File: src/rtl/mem_bist_pkg.sv
// Shared types and pattern generator for the memory BIST engine.
package mem_bist_pkg;

  typedef enum logic [2:0] {
    IDLE  = 3'd0,
    WRITE = 3'd1,
    READ  = 3'd2,
    DRAIN = 3'd3,
    DONE  = 3'd4
  } bist_state_e;

  localparam logic [1:0] MODE_DOWN    = 2'd0;
  localparam logic [1:0] MODE_ADDR    = 2'd1;
  localparam logic [1:0] MODE_CHECKER = 2'd2;
  localparam logic [1:0] MODE_SOLID   = 2'd3;

  // Data word for offset i; caller truncates to its own data width.
  function automatic logic [63:0] bist_pattern(input logic [31:0] i,
                                               input logic [1:0]  mode,
                                               input logic [63:0] seed,
                                               input int unsigned dw);
    logic [63:0] raw;
    logic [63:0] mask;
    mask = (dw >= 64) ? '1 : ((64'd1 << dw) - 64'd1);
    case (mode)
      MODE_DOWN:    raw = ~{32'd0, i};
      MODE_ADDR:    raw = {32'd0, i};
      MODE_CHECKER: raw = i[0] ? {32{2'b10}} : {32{2'b01}};
      default:      raw = seed;
    endcase
    return raw & mask;
  endfunction

endpackage

File: src/rtl/mem_bist_rd_pipe_m.sv
// Delay line carrying {valid, address, expected data} alongside RAM read latency.
module mem_bist_rd_pipe_m
  import mem_bist_pkg::*;
#(
  parameter int ADDR_WIDTH   = 16,
  parameter int DATA_WIDTH   = 8,
  parameter int READ_LATENCY = 1
) (
  input  logic                  clk,
  input  logic                  reset,
  input  logic                  flush,
  input  logic                  in_vld,
  input  logic [ADDR_WIDTH-1:0] in_addr,
  input  logic [DATA_WIDTH-1:0] in_exp,
  output logic                  out_vld,
  output logic [ADDR_WIDTH-1:0] out_addr,
  output logic [DATA_WIDTH-1:0] out_exp
);

  logic [READ_LATENCY-1:0] vld_q, vld_d;
  logic [ADDR_WIDTH-1:0]   addr_q [READ_LATENCY];
  logic [ADDR_WIDTH-1:0]   addr_d [READ_LATENCY];
  logic [DATA_WIDTH-1:0]   exp_q  [READ_LATENCY];
  logic [DATA_WIDTH-1:0]   exp_d  [READ_LATENCY];

  // Shift one stage per cycle; flush kills every in-flight valid bit.
  always_comb begin
    vld_d[0]  = in_vld & ~flush;
    addr_d[0] = in_addr;
    exp_d[0]  = in_exp;
    for (int k = 1; k < READ_LATENCY; k++) begin
      vld_d[k]  = vld_q[k-1] & ~flush;
      addr_d[k] = addr_q[k-1];
      exp_d[k]  = exp_q[k-1];
    end
  end

  // Stage registers, cleared asynchronously.
  always_ff @(posedge clk or posedge reset) begin
    if (reset) begin
      vld_q <= '0;
      for (int k = 0; k < READ_LATENCY; k++) begin
        addr_q[k] <= '0;
        exp_q[k]  <= '0;
      end
    end else begin
      vld_q <= vld_d;
      for (int k = 0; k < READ_LATENCY; k++) begin
        addr_q[k] <= addr_d[k];
        exp_q[k]  <= exp_d[k];
      end
    end
  end

  assign out_vld  = vld_q[READ_LATENCY-1];
  assign out_addr = addr_q[READ_LATENCY-1];
  assign out_exp  = exp_q[READ_LATENCY-1];

endmodule

File: src/rtl/mem_bist_m.sv
// Memory BIST engine: write sweep, read-back compare sweep, result reporting.
module mem_bist_m
  import mem_bist_pkg::*;
#(
  parameter int                    DATA_WIDTH    = 8,
  parameter int                    ADDR_WIDTH    = 16,
  parameter logic [ADDR_WIDTH-1:0] BASE_ADDR     = '0,
  parameter int                    DEPTH         = 32768,
  parameter int                    READ_LATENCY  = 1,
  parameter int                    ERR_CNT_WIDTH = 16
) (
  input  logic                     clk,
  input  logic                     reset,
  input  logic                     start,
  input  logic                     abort,
  input  logic [1:0]               mode,
  input  logic [DATA_WIDTH-1:0]    seed,
  input  logic [DATA_WIDTH-1:0]    mem_rdata,
  output logic [ADDR_WIDTH-1:0]    mem_addr,
  output logic [DATA_WIDTH-1:0]    mem_wdata,
  output logic                     mem_we,
  output logic                     mem_oe,
  output logic                     cpu_pause,
  output logic                     busy,
  output logic                     done,
  output logic                     pass,
  output logic                     aborted,
  output logic [ERR_CNT_WIDTH-1:0] err_count,
  output logic [ADDR_WIDTH-1:0]    first_err_addr,
  output logic [DATA_WIDTH-1:0]    first_err_exp,
  output logic [DATA_WIDTH-1:0]    first_err_act
);

  localparam int                IDX_W      = $clog2(DEPTH);
  localparam logic [IDX_W-1:0]  LAST_IDX   = IDX_W'(DEPTH - 1);
  // DRAIN waits READ_LATENCY cycles for the last read plus one so the final
  // compare has landed in err_count before pass is evaluated.
  localparam logic [2:0]        DRAIN_LAST = 3'(READ_LATENCY);

  bist_state_e             state_q, state_d;
  logic [IDX_W-1:0]        idx_q, idx_d;
  logic [2:0]              drain_q, drain_d;
  logic [1:0]              mode_q, mode_d;
  logic [DATA_WIDTH-1:0]   seed_q, seed_d;
  logic [DATA_WIDTH-1:0]   exp_q, exp_d;
  logic [DATA_WIDTH-1:0]   pat;
  logic [ADDR_WIDTH-1:0]   mem_addr_q, mem_addr_d;
  logic [DATA_WIDTH-1:0]   mem_wdata_q, mem_wdata_d;
  logic                    mem_we_q, mem_we_d;
  logic                    mem_oe_q, mem_oe_d;
  logic                    busy_q, busy_d;
  logic                    done_q, done_d;
  logic                    pass_q, pass_d;
  logic                    aborted_q, aborted_d;
  logic [ERR_CNT_WIDTH-1:0] err_count_q, err_count_d;
  logic [ADDR_WIDTH-1:0]   first_err_addr_q, first_err_addr_d;
  logic [DATA_WIDTH-1:0]   first_err_exp_q, first_err_exp_d;
  logic [DATA_WIDTH-1:0]   first_err_act_q, first_err_act_d;

  logic                    start_ok, abort_ok;
  logic                    pipe_vld;
  logic [ADDR_WIDTH-1:0]   pipe_addr;
  logic [DATA_WIDTH-1:0]   pipe_exp;

  assign start_ok = start && ((state_q == IDLE) || (state_q == DONE));
  assign abort_ok = abort && busy_q;

  mem_bist_rd_pipe_m #(
    .ADDR_WIDTH  (ADDR_WIDTH),
    .DATA_WIDTH  (DATA_WIDTH),
    .READ_LATENCY(READ_LATENCY)
  ) u_rd_pipe (
    .clk     (clk),
    .reset   (reset),
    .flush   (abort_ok),
    .in_vld  (mem_oe_q),
    .in_addr (mem_addr_q),
    .in_exp  (exp_q),
    .out_vld (pipe_vld),
    .out_addr(pipe_addr),
    .out_exp (pipe_exp)
  );

  // Next-state, compare/accumulate and registered-output computation.
  always_comb begin
    state_d          = state_q;
    idx_d            = idx_q;
    drain_d          = drain_q;
    mode_d           = mode_q;
    seed_d           = seed_q;
    done_d           = done_q;
    pass_d           = pass_q;
    aborted_d        = aborted_q;
    err_count_d      = err_count_q;
    first_err_addr_d = first_err_addr_q;
    first_err_exp_d  = first_err_exp_q;
    first_err_act_d  = first_err_act_q;
    mem_addr_d       = mem_addr_q;

    // A zero count means no mismatch has been seen yet (saturation never wraps).
    if (pipe_vld && !abort_ok && (mem_rdata != pipe_exp)) begin
      if (err_count_q != '1) err_count_d = err_count_q + ERR_CNT_WIDTH'(1);
      if (err_count_q == '0) begin
        first_err_addr_d = pipe_addr;
        first_err_exp_d  = pipe_exp;
        first_err_act_d  = mem_rdata;
      end
    end

    case (state_q)
      IDLE, DONE: begin
        if (start_ok) begin
          state_d          = WRITE;
          idx_d            = '0;
          mode_d           = mode;
          seed_d           = seed;
          done_d           = 1'b0;
          pass_d           = 1'b0;
          aborted_d        = 1'b0;
          err_count_d      = '0;
          first_err_addr_d = '0;
          first_err_exp_d  = '0;
          first_err_act_d  = '0;
        end
      end
      WRITE: begin
        if (idx_q == LAST_IDX) begin
          state_d = READ;
          idx_d   = '0;
        end else begin
          idx_d = idx_q + IDX_W'(1);
        end
      end
      READ: begin
        if (idx_q == LAST_IDX) begin
          state_d = DRAIN;
          drain_d = '0;
        end else begin
          idx_d = idx_q + IDX_W'(1);
        end
      end
      DRAIN: begin
        if (drain_q == DRAIN_LAST) state_d = DONE;
        else drain_d = drain_q + 3'd1;
      end
      default: state_d = IDLE;
    endcase

    if (abort_ok) begin
      state_d   = DONE;
      aborted_d = 1'b1;
    end

    if ((state_d == DONE) && (state_q != DONE)) begin
      done_d = 1'b1;
      pass_d = !aborted_d && (err_count_d == '0);
    end

    busy_d      = (state_d == WRITE) || (state_d == READ) || (state_d == DRAIN);
    mem_we_d    = (state_d == WRITE);
    mem_oe_d    = (state_d == READ);
    pat         = DATA_WIDTH'(bist_pattern(32'(idx_d), mode_d, 64'(seed_d), DATA_WIDTH));
    mem_wdata_d = mem_we_d ? pat : '0;
    exp_d       = pat;
    if (mem_we_d || mem_oe_d) mem_addr_d = BASE_ADDR + ADDR_WIDTH'(idx_d);
  end

  // All state and registered outputs; async reset returns everything to zero.
  always_ff @(posedge clk or posedge reset) begin
    if (reset) begin
      state_q          <= IDLE;
      idx_q            <= '0;
      drain_q          <= '0;
      mode_q           <= '0;
      seed_q           <= '0;
      exp_q            <= '0;
      mem_addr_q       <= '0;
      mem_wdata_q      <= '0;
      mem_we_q         <= 1'b0;
      mem_oe_q         <= 1'b0;
      busy_q           <= 1'b0;
      done_q           <= 1'b0;
      pass_q           <= 1'b0;
      aborted_q        <= 1'b0;
      err_count_q      <= '0;
      first_err_addr_q <= '0;
      first_err_exp_q  <= '0;
      first_err_act_q  <= '0;
    end else begin
      state_q          <= state_d;
      idx_q            <= idx_d;
      drain_q          <= drain_d;
      mode_q           <= mode_d;
      seed_q           <= seed_d;
      exp_q            <= exp_d;
      mem_addr_q       <= mem_addr_d;
      mem_wdata_q      <= mem_wdata_d;
      mem_we_q         <= mem_we_d;
      mem_oe_q         <= mem_oe_d;
      busy_q           <= busy_d;
      done_q           <= done_d;
      pass_q           <= pass_d;
      aborted_q        <= aborted_d;
      err_count_q      <= err_count_d;
      first_err_addr_q <= first_err_addr_d;
      first_err_exp_q  <= first_err_exp_d;
      first_err_act_q  <= first_err_act_d;
    end
  end

  assign mem_addr       = mem_addr_q;
  assign mem_wdata      = mem_wdata_q;
  assign mem_we         = mem_we_q;
  assign mem_oe         = mem_oe_q;
  assign busy           = busy_q;
  assign cpu_pause      = busy_q;
  assign done           = done_q;
  assign pass           = pass_q;
  assign aborted        = aborted_q;
  assign err_count      = err_count_q;
  assign first_err_addr = first_err_addr_q;
  assign first_err_exp  = first_err_exp_q;
  assign first_err_act  = first_err_act_q;

endmodule

File: config.mk
export PLATFORM = sky130hd
export DESIGN_NAME = mem_bist_m
export DESIGN_NICKNAME = d
export VERILOG_FILES = /design/src/rtl/mem_bist_pkg.sv /design/src/rtl/mem_bist_rd_pipe_m.sv /design/src/rtl/mem_bist_m.sv
export SDC_FILE = /design/constraint.sdc
export NUM_CORES = 1
export LEC_CHECK = 0
export BUFFER_PORTS_ARGS = -buffer_cell sky130_fd_sc_hd__buf_2
export CORE_ASPECT_RATIO = 0.75
export CORE_MARGIN = 8
export CORE_UTILIZATION = 50
export DETAILED_ROUTE_END_ITERATION = 8
export PLACE_DENSITY = 0.75
export REMOVE_ABC_BUFFERS = 1
export SYNTH_ARGS = -nofsm -noshare
export SYNTH_HDL_FRONTEND = slang
export SYNTH_SLANG_ARGS = --single-unit
File: constraint.sdc
create_clock -name clk -period 3.7 [get_ports clk]
set_clock_uncertainty 0.15 [all_clocks]
set_input_delay 0 -clock clk [delete_from_list [all_inputs] [get_ports clk]]
set_output_delay 0 -clock clk [all_outputs]
set_load 0.1 [all_outputs]
== Word-level counts from Yosys, hierarchy flattened ==
Cells that the tools add are included.
Word-level totals
  logic and storage cells: 108
  register bits: 140
Operators by class
  eq/ne operators: 17
  bitwise logic cells: 3
  muxes and demuxes: 43
  reductions and logical operators: 21
  $add $sub $neg: 3
Operator list (number)
  $mux 16: 8
  $mux 8: 12
  $mux 15: 3
  $pmux 15 s3: 1
  $logic_not 16->1: 2
  $pmux 8 s3: 1
  $mux 3: 7
  $add 16x1->16 const B: 1
  $ne 16x16->1 const B: 1
  $add 15x1->15 const B: 1
  $eq 15x15->1 const B: 1
  $eq 3x2->1 const B: 4
  $pmux 3 s4: 1
  $eq 3x1->1 const B: 3
  $ne 8x8->1: 1
  $not 8->8: 1
  $mux 1: 7
  $eq 3x3->1 const B: 2
  $logic_and 1x1->1: 6
  $pmux 3 s2: 1
  $reduce_bool 2->1: 3
  $mux 2: 2
  $ne 2x2->1 const B: 2
  $add 3x1->3 const B: 1
  other kinds (12): 15

== Depth between registers and ports, before layout ==
Gate-level depths: netlist of run 1.
  word-level depth: 10
  depth in mapped cells: 15
  gate-level depth less buffers: 14

== Hierarchy ==
From an unflattened synthesis of run 1, not the netlist that was laid out.
Second synthesis, totals
  cell total of the unflattened synthesis: 592
  area, all modules: 6377.4 µm²
Modules (own cells, without submodules)
  mem_bist_m: instances 1, area an instance 5734.2 µm², cells an instance 565, sequential area each 2902.8 µm²
  mem_bist_rd_pipe_m: instances 1, area an instance 643.1 µm², cells an instance 27, sequential area each 625.6 µm²

== Worst setup path after synthesis of run 1 ==
OpenSTA, ideal clock, no wires.
  path type: reg2reg
  start: reg err_count_q[0] (netlist: err_count[0])
  end: reg pass_q (netlist: pass)
  clock period less this slack: 3500 ps
  slack: 200 ps
  cell stages (with the launch flop): 10
  buffers on the path: 0
  required time: 3458 ps
  arrival time: 3258 ps
  cells stage by stage: dfrtp_1 -> ha_1 -> nand4_4 -> nor4_4 -> nor3b_2 -> nand3_1 -> mux2i_1 -> o211ai_1 -> or4_1 -> o31ai_2
Between the ends
  cells in the longest elaborated chain, start to end: 8
  elaborated cells on any way between the ends: 9
  those cells by class: 1 x add/sub; 1 x eq/ne; 5 x mux; 2 x reduce/logical
Ends and longest elaborated chain
  start, declared: line mem_bist_m.sv:55  | logic [ERR_CNT_WIDTH-1:0] err_count_q, err_count_d;
  start signal, assigned: line mem_bist_m.sv:204  | err_count_q <= err_count_d;
  $add 16x1->16 / $ne 16x16->1 (equally long branches): line mem_bist_m.sv:102  | if (err_count_q != '1) err_count_d = err_count_q + ERR_CNT_WIDTH'(1);
  $mux 16: line mem_bist_m.sv:102
  $mux 16 *: line mem_bist_m.sv:101  | if (pipe_vld && !abort_ok && (mem_rdata != pipe_exp)) begin
  $mux 16: line mem_bist_m.sv:112  | if (start_ok) begin
  $mux 16 *: line mem_bist_m.sv:110  | case (state_q)
  $logic_not 16->1 *: line mem_bist_m.sv:156  | pass_d = !aborted_d && (err_count_d == '0);
  $logic_and 1x1->1 *: line mem_bist_m.sv:156
  $mux 1 *: line mem_bist_m.sv:154  | if ((state_d == DONE) && (state_q != DONE)) begin
  end signal, assigned: line mem_bist_m.sv:202  | pass_q <= pass_d;
  end, declared: line mem_bist_m.sv:53  | logic pass_q, pass_d;
Mark *: on every way between the ends. The rest lies on a longest branch, timed or not.
A chain may end at the register's enable or synchronous reset.

== Worst setup path after layout of run 1 ==
  start: reg idx_q[0]
  end: reg mem_wdata_q[5] (netlist: mem_wdata[5])
Between the ends
  cells in the longest elaborated chain, start to end: 6
  elaborated cells on any way between the ends: 15
  those cells by class: 1 x add/sub; 2 x eq/ne; 11 x mux; 1 x bitwise
Ends and longest elaborated chain
  start, declared: line mem_bist_m.sv:41  | logic [IDX_W-1:0] idx_q, idx_d;
  start signal, assigned: line mem_bist_m.sv:191  | idx_q <= idx_d;
  $add 15x1->15 / $eq 15x15->1 (equally long branches)
  $mux 15 (on tied branches): line mem_bist_m.sv:135, mem_bist_m.sv:127
  $pmux 15 s3 *: line mem_bist_m.sv:110
  net idx_d[0]: line mem_bist_m.sv:41
  $mux 8 *: line mem_bist_pkg.sv:28  | MODE_CHECKER: raw = i[0] ? {32{2'b10}} : {32{2'b01}};
  $pmux 8 s3 *: line mem_bist_pkg.sv:25  | case (mode)
  net exp_d[5]: line mem_bist_m.sv:45  | logic [DATA_WIDTH-1:0] exp_q, exp_d;
  $mux 8 *: line mem_bist_m.sv:163  | mem_wdata_d = mem_we_d ? pat : '0;
  net mem_wdata_d[5]: line mem_bist_m.sv:48  | logic [DATA_WIDTH-1:0] mem_wdata_q, mem_wdata_d;
  end signal, assigned: line mem_bist_m.sv:197  | mem_wdata_q <= mem_wdata_d;
  end, declared: line mem_bist_m.sv:48
Mark *: on every way through the listed nets, which the timed path passes. The rest lies on a longest branch.

==> impl_metrics.json, run 1 <==
{
  "area_growth_pct": 21.90,
  "grt_max_degree": 87,
  "max-vdd-ir-drop_mv": 0.4115,
  "fp.dieW_um": 145.2,
  "synth_flop_cell": "dfrtp_1",
  "syn_inst": 576,
  "p_total_mw": 5.066,
  "rsz0062_at_grt": "false",
  "power_density_nw_per_um2": 663.7,
  "grt_pass1_wl_um": 24810,
  "portBuffers": 99,
  "wl_per_cell_um": 17.29,
  "routed_wl_um": 15140,
  "synth_edf_count": 0,
  "status": "finished, final reports clean",
  "drcViolationCount": 0,
  "critical_path.cell_chain": "ha_1 > and3_1 > nand3_2 > or3_1 > ha_1 > o22a_1 > nor2_1 > a21oi_1 > inv_1 > o21ai_1 > o22ai_1 > and2_1",
  "track_usage_pct": 18.74,
  "slowest_stage": "or3_1",
  "start_util_pct": 51.06,
  "cp.arrival_ns": 3.43,
  "crit_top_cell": "ha_1",
  "fmax_ghz": 0.3050,
  "final_cell_mix": "140 x dfrtp_1, 99 x buf_2, 74 x nor2_1, 58 x nand2_1, 39 x mux2i_1",
  "maxCapViolations": 0,
  "finalCritPeriodShare_pct": 88.61,
  "setup_viol": 0,
  "cts_buffer_depth": 2,
  "num_rows": 35,
  "syn_area_per_cell_sq_um": 10.87,
  "drtAntennaViolNets": 0,
  "hold_violations": 0,
  "cts-root-buf": "clkbuf_16",
  "antenna_found_initial": 0,
  "drive_gt1_share_pct": 25.35,
  "cp.required_ns": 3.85,
  "ys_warn_count": 0,
  "place_worst_setup_slack_ns": 0.2902,
  "drt_iter0_markers": 473,
  "worst_slack_ns": 0.4214,
  "dp_hpwl_um": 11030,
  "fin_tns_setup_ns": 0,
  "critPathMaxFanout": 8,
  "cts_sinks": 140,
  "cts_made_buffers": 17,
  "finalInstanceArea_sq_um": 7632,
  "antennaDiodeCount": 0,
  "final_common_cell": "dfrtp_1",
  "start_kind": "register",
  "worst-setup-path-type": "register to register",
  "drt_pass1_iterations": 5,
  "tightest_slew_ns": 0.9891,
  "vias": 4733,
  "core_sq_um": 12260,
  "worstSkewPairLatency_ns": 0.41,
  "postPlaceCellArea_sq_um": 6912,
  "final_nets": 726,
  "ys_async_sr_fraction_pct": 100.0,
  "maxSlewHeadroom_pct": 33.36,
  "htreeDepth": 4,
  "synth_cell_types": 67,
  "p_leak_nw": 3.770,
  "ys_seq_area_share_pct": 55.96,
  "max_stage_delay_ns": 0.48,
  "min-delay-path-class": "input port to register",
  "syn_area_sq_um": 6261,
  "synth-seq-cells": 140,
  "vias_per_cell": 5.403,
  "final.min_clock_period_ns": 3.279,
  "drv_slew": 0,
  "ios": 101,
  "overflow": 0,
  "die_h_um": 112.9,
  "path_clk_slew_ns": 0.05,
  "grt_pass1_vias": 4636,
  "dieArea_sq_um": 16400,
  "cts_tree": "built",
  "globalplace.congestion": 0.9063,
  "endpoint_kind": "register"
}
==> flip-flops by register name, summed over array words and instances (netlist names), 15 cells and up <==
| signal | cells |
|---|---|
| err_count | 16 |
| first_err_addr | 16 |
| idx_q | 15 |
| mem_addr | 15 |
| u_rd_pipe.out_addr | 15 |
==> synthesized netlist by cell type, drive strengths merged (2+ instances only) <==
| cell type | instances | area share, % |
|---|---|---|
| nor4 | 6 | 0.84 |
| buf | 20 | 2.0 |
| and4 | 2 | 0.28 |
| or3 | 3 | 0.32 |
| mux2i | 39 | 6.2 |
| a22o | 4 | 0.56 |
| nand3 | 19 | 1.6 |
| o22ai | 3 | 0.30 |
| a41oi | 4 | 0.56 |
| nand2b | 5 | 0.50 |
| o31ai | 5 | 0.68 |
| or2 | 5 | 0.50 |
| nor3 | 9 | 0.72 |
| xnor2 | 13 | 1.8 |
| inv | 16 | 0.96 |
| o221a | 2 | 0.36 |
| o2bb2ai | 3 | 0.52 |
| xor2 | 10 | 1.4 |
| nand2 | 58 | 3.5 |
| o21ai | 19 | 1.5 |
| dfrtp | 140 | 56 |
| a21o | 3 | 0.36 |
| clkbuf | 9 | 0.54 |
| nor2 | 74 | 4.4 |
| and2 | 14 | 1.4 |
| o21a | 4 | 0.48 |
| a211o | 2 | 0.28 |
| o22a | 2 | 0.28 |
| o211ai | 5 | 0.60 |
| or4 | 3 | 0.38 |
| a21oi | 13 | 1.0 |
| nand4 | 9 | 1.2 |
| or3b | 2 | 0.28 |
| mux2 | 15 | 2.7 |
| ha | 6 | 1.2 |
| nor2b | 3 | 0.34 |
| and3 | 9 | 0.92 |
| nor3b | 4 | 0.56 |
| a21boi | 2 | 0.24 |
==> report_power, final <==
group | total [mW] | internal, mW | switching, mW
combinational | 1.60 | 0.431 | 1.17
sequential | 1.97 | 1.79 | 0.185
clock | 1.49 | 0.864 | 0.626
total | 5.07 | 3.08 | 1.98
==> layer usage <==
metal	share of wire, %	GRT usage [%]	vias up
met4	1.6	6.985	0
met5	0	0	-
met3	6.5	4.984	23
met1	48	26.27	2288
met2	44	27.39	177
li1	-	-	2245
==> worst max-delay path, delay by kind of cell, from the launching register on <==
| kind | cells | cell delay, ns |
|---|---|---|
| compound gates | 4 | 0.85 |
| fa+ha+maj | 2 | 0.53 |
| buf+inv | 1 | 0.15 |
| flops | 1 | 0.38 |
| simple gates | 5 | 1.12 |
==> area by class of cell <==
type	instances	area (sq um)
clock buffer	20	446.7
multi-input combinational	391	2542
timing repair buffer	132	793.3
fill	983	4629
tap	166	207.7
sequential	140	3503
clock inverter	11	73.82
inverter	16	65.06
==> metrics by stage <==
step	cells	utilization, %	hold slack (ns)
5_1_grt	876	62.24	0.06437
4_1_cts	876	62.24	0.03666
3_5_place_dp	825	56.37	0.05275
6_report	876	62.24	0.06021
2_1_floorplan	547	-	-0.05421
3_3_place_gp	825	56.37	0.05228
==> cell families (layout without fill, tap and decap cells) <==
group	Yosys count	count (layout)	share of synthesized area, %
AO/OA/AOI/OAI	79	79	8.893
XOR/XNOR	23	23	3.217
adder cells (fa/ha/maj)	6	6	1.199
buffers and inverters	45	179	3.537
flip-flops	140	140	55.96
multiplexers	54	54	8.933
other	1	1	0.05989
AND/OR/NAND/NOR	228	228	18.21
==> timing repair <==
item / in CTS / in global routing
setup endpoints to repair: 0 / 2
endpoints found under the hold margin: 116 / 0
hold buffers: 20 / 0
buffers inserted: 0 / 0
gates resized for setup: 0 / 1
==> path summary, 6_finish.rpt <==
check / cells past startpoint / end / start / slack [ns]
setup reg to reg: 12 / mem_wdata[5] / idx_q[0] / 0.42
hold / removal: 3 / mode_q[0] / mode[0] / 0.06
max in group asynchronous: 4 / mem_addr[6] / reset / 2.38
min in group asynchronous: 3 / first_err_addr[13] / reset / 0.14
setup / recovery: 12 / mem_wdata[5] / idx_q[0] / 0.42
hold reg to reg: 0 / u_rd_pipe.out_exp[7] / exp_q[7] / 0.21
Note: power is estimated with default switching activity, not from simulation.
==> run 2, diff against run 1 <==
Settings changed: REMOVE_ABC_BUFFERS 1 to unset.
==> run 2 against run 1 <==
Net effect:
- final area grew 1.6%
- non-clock buffer count shrank 1
- cell count shrank 0.11%
- wire length shrank 2.0%
- clock power grew 19%
- maximum frequency grew 0.46%
- critical endpoint unchanged
==> impl_metrics.json, run 2 (synthesis gave the netlist of run 1 again) <==
{
  "rsz0062_at_grt": "false",
  "cts_made_buffers": 17,
  "start_util_pct": 51.06,
  "path_buf_inv": 1,
  "fin_tns_setup_ns": 0,
  "p_int_mw": 3.350,
  "place_worst_setup_slack_ns": 0.2945,
  "track_usage_pct": 18.42,
  "die_h_um": 112.9,
  "critical_path.cell_chain": "ha_1 > and3_1 > nand3_2 > or3_1 > ha_1 > o22a_1 > nor2_1 > a21oi_1 > inv_1 > o21ai_1 > o22ai_1 > and2_1",
  "fmax_ghz": 0.3064,
  "core_sq_um": 12260,
  "start_kind": "register",
  "antennaDiodeCount": 0,
  "tightest_slew_ns": 0.7393,
  "p_total_mw": 5.328,
  "path_clk_slew_ns": 0.06,
  "drtAntennaViolNets": 0,
  "wl_met3_um": 932,
  "dr.max_layer_used": "met4",
  "cts_buffer_depth": 2,
  "nFillCells": 998,
  "whs_ns": 0.1779,
  "switchingPower_mw": 1.978,
  "grt_pass1_wl_um": 24530,
  "combPwrFrac_pct": 30.0,
  "maxCapViolations": 0,
  "reg2reg_to": "mem_wdata[5]",
  "globalplace.congestion": 0.8784,
  "rr_worst_depth": 12,
  "worst-setup-path-type": "register to register",
  "dieArea_sq_um": 16400,
  "drcViolationCount": 0,
  "hold_violations": 0,
  "max_stage_delay_ns": 0.47,
  "drv_slew": 0,
  "post_cts_buffers": 0,
  "num_rows": 35,
  "p_sw_share_pct": 37.12,
  "area_growth_pct": 23.82,
  "r2r_start": "idx_q[1]",
  "routed_wl_um": 14840,
  "htreeDepth": 4,
  "slowest_stage": "or3_1",
  "cts-root-buf": "clkbuf_16",
  "endpoint_kind": "register",
  "drt_iter0_markers": 365,
  "min-delay-path-class": "input port to asynchronous set/reset pin",
  "synth_fp_nets": 604,
  "cp.arrival_ns": 3.41,
  "cts_sinks": 140,
  "dr_wl_met2_um": 7057,
  "overflow": 0,
  "postPlaceCellArea_sq_um": 6920,
  "finalCritPeriodShare_pct": 88.20,
  "wl_per_cell_um": 16.96,
  "cp.required_ns": 3.84,
  "p_leak_nw": 3.814,
  "drive_gt1_share_pct": 25.25,
  "grt_pass1_vias": 4829,
  "p_clk_share_pct": 33.4,
  "cts_tree": "built",
  "worstSkewPairLatency_ns": 0.41,
  "max-vdd-ir-drop_mv": 0.4323,
  "portBuffers": 99,
  "grt_max_degree": 141,
  "setup_viol": 0,
  "ff2ff_setup_slack_ns": 0.44,
  "vias_per_cell": 5.439,
  "crit_top_cell": "ha_1",
  "final.min_clock_period_ns": 3.264,
  "fp.dieW_um": 145.2,
  "final_nets": 725,
  "vias": 4759,
  "route.layer.met1.wl_um": 6769,
  "power_density_nw_per_um2": 687.3,
  "critPathMaxFanout": 8,
  "dp_hpwl_um": 10250,
  "seq_power_share_pct": 36.5,
  "maxSlewHeadroom_pct": 50.72,
  "fin_util_pct": 63.22,
  "final_cells": 875,
  "crit_family": "simple AND/OR/NAND/NOR gates",
  "finalInstanceArea_sq_um": 7752,
  "final_common_cell": "dfrtp_1",
  "ios": 101,
  "drt_pass1_iterations": 5,
  "dp.cells": 823,
  "final_cell_mix": "140 x dfrtp_1, 99 x buf_2, 74 x nor2_1, 58 x nand2_1, 39 x mux2i_1",
  "status": "finished, final reports clean",
  "antenna_found_initial": 0,
  "worst_slack_ns": 0.4365
}
## run 2: cell count changes in the layout (fill, tap and decap cells not counted)
cell / change
buf_12: +2
buf_4: -4
bufinv_16: +4
clkbuf_1: -1
clkbuf_8: -1
clkinv_2: -4
clkinv_4: +1
dlygate4sd3_1: +1
inv_6: +1
## run 2: layout make-up
cell class,instances,area (sq um),area share (%)
Tap cell,166,207.7,2.679
Clock inverter,13,192.7,2.485
Timing Repair Buffer,131,813.3,10.49
Multi-Input combinational cell,391,2542,32.80
Clock buffer,18,429.2,5.536
Sequential cell,140,3503,45.19
Inverter,16,63.81,0.8231
## run 2: how the worst max path moves through the flow
stage	start	endpoint	slack (ns)	cells after the start
finish	idx_q[1]	mem_wdata[5]	0.44	12
detailed placement	idx_q[0]	mem_wdata[5]	0.29	12
CTS	idx_q[1]	mem_wdata[5]	0.27	12
global placement	idx_q[0]	mem_wdata[5]	0.43	12
floorplan	err_count[0]	pass	0.20	9
global route	idx_q[0]	mem_wdata[5]	0.17	12
## run 2: worst register-to-register path: stages (launching register included)
cell and delay (ns):
dfrtp_1 0.38, ha_1 0.19, and3_1 0.24, nand3_2 0.17, or3_1 0.47, ha_1 0.31, o22a_1 0.11, nor2_1 0.03
a21oi_1 0.22, inv_1 0.15, o21ai_1 0.37, o22ai_1 0.18, and2_1 0.19
## run 2: layer usage
layer	GRT usage [%]	vias to the layer above
met1	23.77	2366
li1	-	2249
met3	6.021	7
met5	0	-
met4	4.564	0
met2	29.57	137
## run 2: repair_timing
| action | in CTS | in global routing |
|---|---|---|
| hold buffers | 21 | 0 |
| setup endpoints to repair | 0 | 2 |
| gates resized for setup | 0 | 1 |
| endpoints found under the hold margin | 175 | 0 |
## run 2: power by group through the flow
stage	combinational, mW	clock [mW]	sequential (mW)
2_1_floorplan	0.828	0	2.37
3_3_place_gp	1.56	0	1.96
3_5_place_dp	1.58	0	1.97
4_1_cts	1.60	1.82	1.95
5_1_grt	1.72	1.88	1.98
6_report	1.60	1.78	1.95
==> run 3, diff against run 2 <==
Settings changed: CORE_UTILIZATION 50 to 51, PLACE_DENSITY 0.75 to 0.76, SLEW_MARGIN set to 40.
==> run 3 against run 2 <==
Net effect:
- first-iteration DRC count is 8.8% higher
- count of clock-buffer cells in the layout rose by 2
- wire length grew 2.0%
- combinational power is essentially flat
- worst setup slack worse by 0.031 ns
- global-route usage up 0.99 points
- die area down 1.7%
- cell count shrank 0.11%
- sequential share of layout area is 0.073 points higher
- flip-flop and latch count stayed put
- highest routed layer unchanged
==> impl_metrics.json, run 3 (synthesis gave the netlist of run 1 again) <==
{
  "drt_iter0_markers": 397,
  "fin_util_pct": 63.81,
  "core_sq_um": 12130,
  "path_clk_slew_ns": 0.06,
  "cp.arrival_ns": 3.44,
  "final_cell_mix": "140 x dfrtp_1, 99 x buf_2, 74 x nor2_1, 58 x nand2_1, 39 x mux2i_1",
  "rsz0062_at_grt": "false",
  "finalCritPeriodShare_pct": 89.05,
  "globalplace.congestion": 0.8418,
  "slowest_stage": "or3_1",
  "maxSlewHeadroom_pct": 49.64,
  "multi_input_area_sq_um": 2542,
  "post_cts_buffers": 0,
  "power_density_nw_per_um2": 690.2,
  "whs_ns": 0.1690,
  "min-delay-path-class": "input port to asynchronous set/reset pin",
  "cts_buffer_depth": 2,
  "max-vdd-ir-drop_mv": 0.3769,
  "r2r_start": "idx_q[0]",
  "num_rows": 35,
  "crit_top_cell": "ha_1",
  "p_int_mw": 3.375,
  "fp.dieW_um": 143.9,
  "final_common_cell": "dfrtp_1",
  "track_usage_pct": 19.41,
  "drcViolationCount": 0,
  "overflow": 0,
  "grt_pass1_vias": 4961,
  "hold_violations": 0,
  "htreeDepth": 4,
  "start_util_pct": 51.61,
  "cts_sinks": 140,
  "status": "finished, final reports clean",
  "seq_power_share_pct": 36.4,
  "area_growth_pct": 23.62,
  "p_clk_share_pct": 33.6,
  "drt_pass1_iterations": 6,
  "combPwrFrac_pct": 29.9,
  "fmax_ghz": 0.3035,
  "maxCapViolations": 0,
  "p_total_mw": 5.342,
  "dieArea_sq_um": 16110,
  "final_nets": 725,
  "drtAntennaViolNets": 0,
  "start_kind": "register",
  "wl_per_cell_um": 17.32,
  "p_leak_nw": 3.819,
  "vias_per_cell": 5.470,
  "dp_hpwl_um": 10360,
  "worst_slack_ns": 0.4051,
  "cts_tree": "built",
  "die_h_um": 112.0,
  "switchingPower_mw": 1.968,
  "dp.cells": 823,
  "vias": 4781,
  "critPathMaxFanout": 8,
  "fin_tns_setup_ns": 0,
  "cts_made_buffers": 17,
  "grt_pass1_wl_um": 24780,
  "final-seq-area_sq_um": 3503,
  "routed_wl_um": 15140,
  "worst-setup-path-type": "register to register",
  "worstSkewPairLatency_ns": 0.41,
  "crit_start": "idx_q[0]",
  "final.min_clock_period_ns": 3.295,
  "nFillCells": 982,
  "finalInstanceArea_sq_um": 7740,
  "ios": 101,
  "place_worst_setup_slack_ns": 0.2484,
  "antennaDiodeCount": 0,
  "use_met2_pct": 30.44,
  "endpoint_kind": "register",
  "drv_slew": 0,
  "drive_gt1_share_pct": 25.14,
  "p_sw_share_pct": 36.83,
  "grt_max_degree": 141,
  "critical_path.cell_chain": "ha_1 > and3_1 > nand3_2 > or3_1 > ha_1 > o22a_1 > nor2_1 > a21oi_1 > inv_1 > o21ai_1 > o22ai_1 > and2_1",
  "top_usage_layer": "met2",
  "postPlaceCellArea_sq_um": 6908,
  "cts-root-buf": "clkbuf_16",
  "setup_viol": 0,
  "synth_fp_nets": 604,
  "grt_use_met1_pct": 25.45,
  "tightest_slew_ns": 0.7554,
  "portBuffers": 99,
  "use_met3_pct": 5.045,
  "max_stage_delay_ns": 0.47,
  "final_cells": 874,
  "cp.required_ns": 3.85,
  "antenna_found_initial": 0
}
==> run 3: area by class of cell <==
class,instances,area share (%)
clock buffers,20,5.900
clock inverters,10,2.134
multi-input cells,391,32.85
repair buffers,131,10.35
inverters,16,0.8244
well taps,166,2.683
flip-flops and latches,140,45.26
==> run 3: worst max-delay path: cells and delay by family, from the launching register on <==
family | cells | cell delay [ns]
simple gates | 5 | 1.09
buf+inv | 1 | 0.16
compound gates | 4 | 0.89
fa+ha+maj | 2 | 0.50
flops | 1 | 0.38
==> run 3: metal layers <==
metal	vias to the layer above	wire length (um)
met1	2361	6804
met3	27	1043
met2	154	7029
met5	-	0
met4	0	263
li1	2239	-
==> run 3: power by group through the flow <==
stage | Combinational (mW) | Clock [mW] | Sequential [mW]
after global routing | 1.72 | 1.89 | 1.98
after detailed placement | 1.57 | 0 | 1.97
final | 1.60 | 1.80 | 1.95
after CTS | 1.60 | 1.81 | 1.95
after global placement | 1.54 | 0 | 1.96
after floorplan | 0.828 | 0 | 2.37
==> run 3: final timing paths <==
check                                       endpoint  slack [ns]  cells past startpoint
worst min register to register  u_rd_pipe.out_exp[6]        0.20                      0
worst max-delay path                    mem_wdata[5]        0.41                     12
worst max register to register          mem_wdata[5]        0.41                     12
max in group asynchronous           first_err_exp[7]        2.63                      4
min in group clk                u_rd_pipe.out_exp[6]        0.20                      0
worst min-delay path               first_err_addr[5]        0.17                      4
==> run 3: repair_timing <==
action	4_1_cts	5_1_grt
hold buffers	21	0
endpoints found under the setup margin	0	1
gates resized for setup	0	1
hold endpoints to repair	176	0
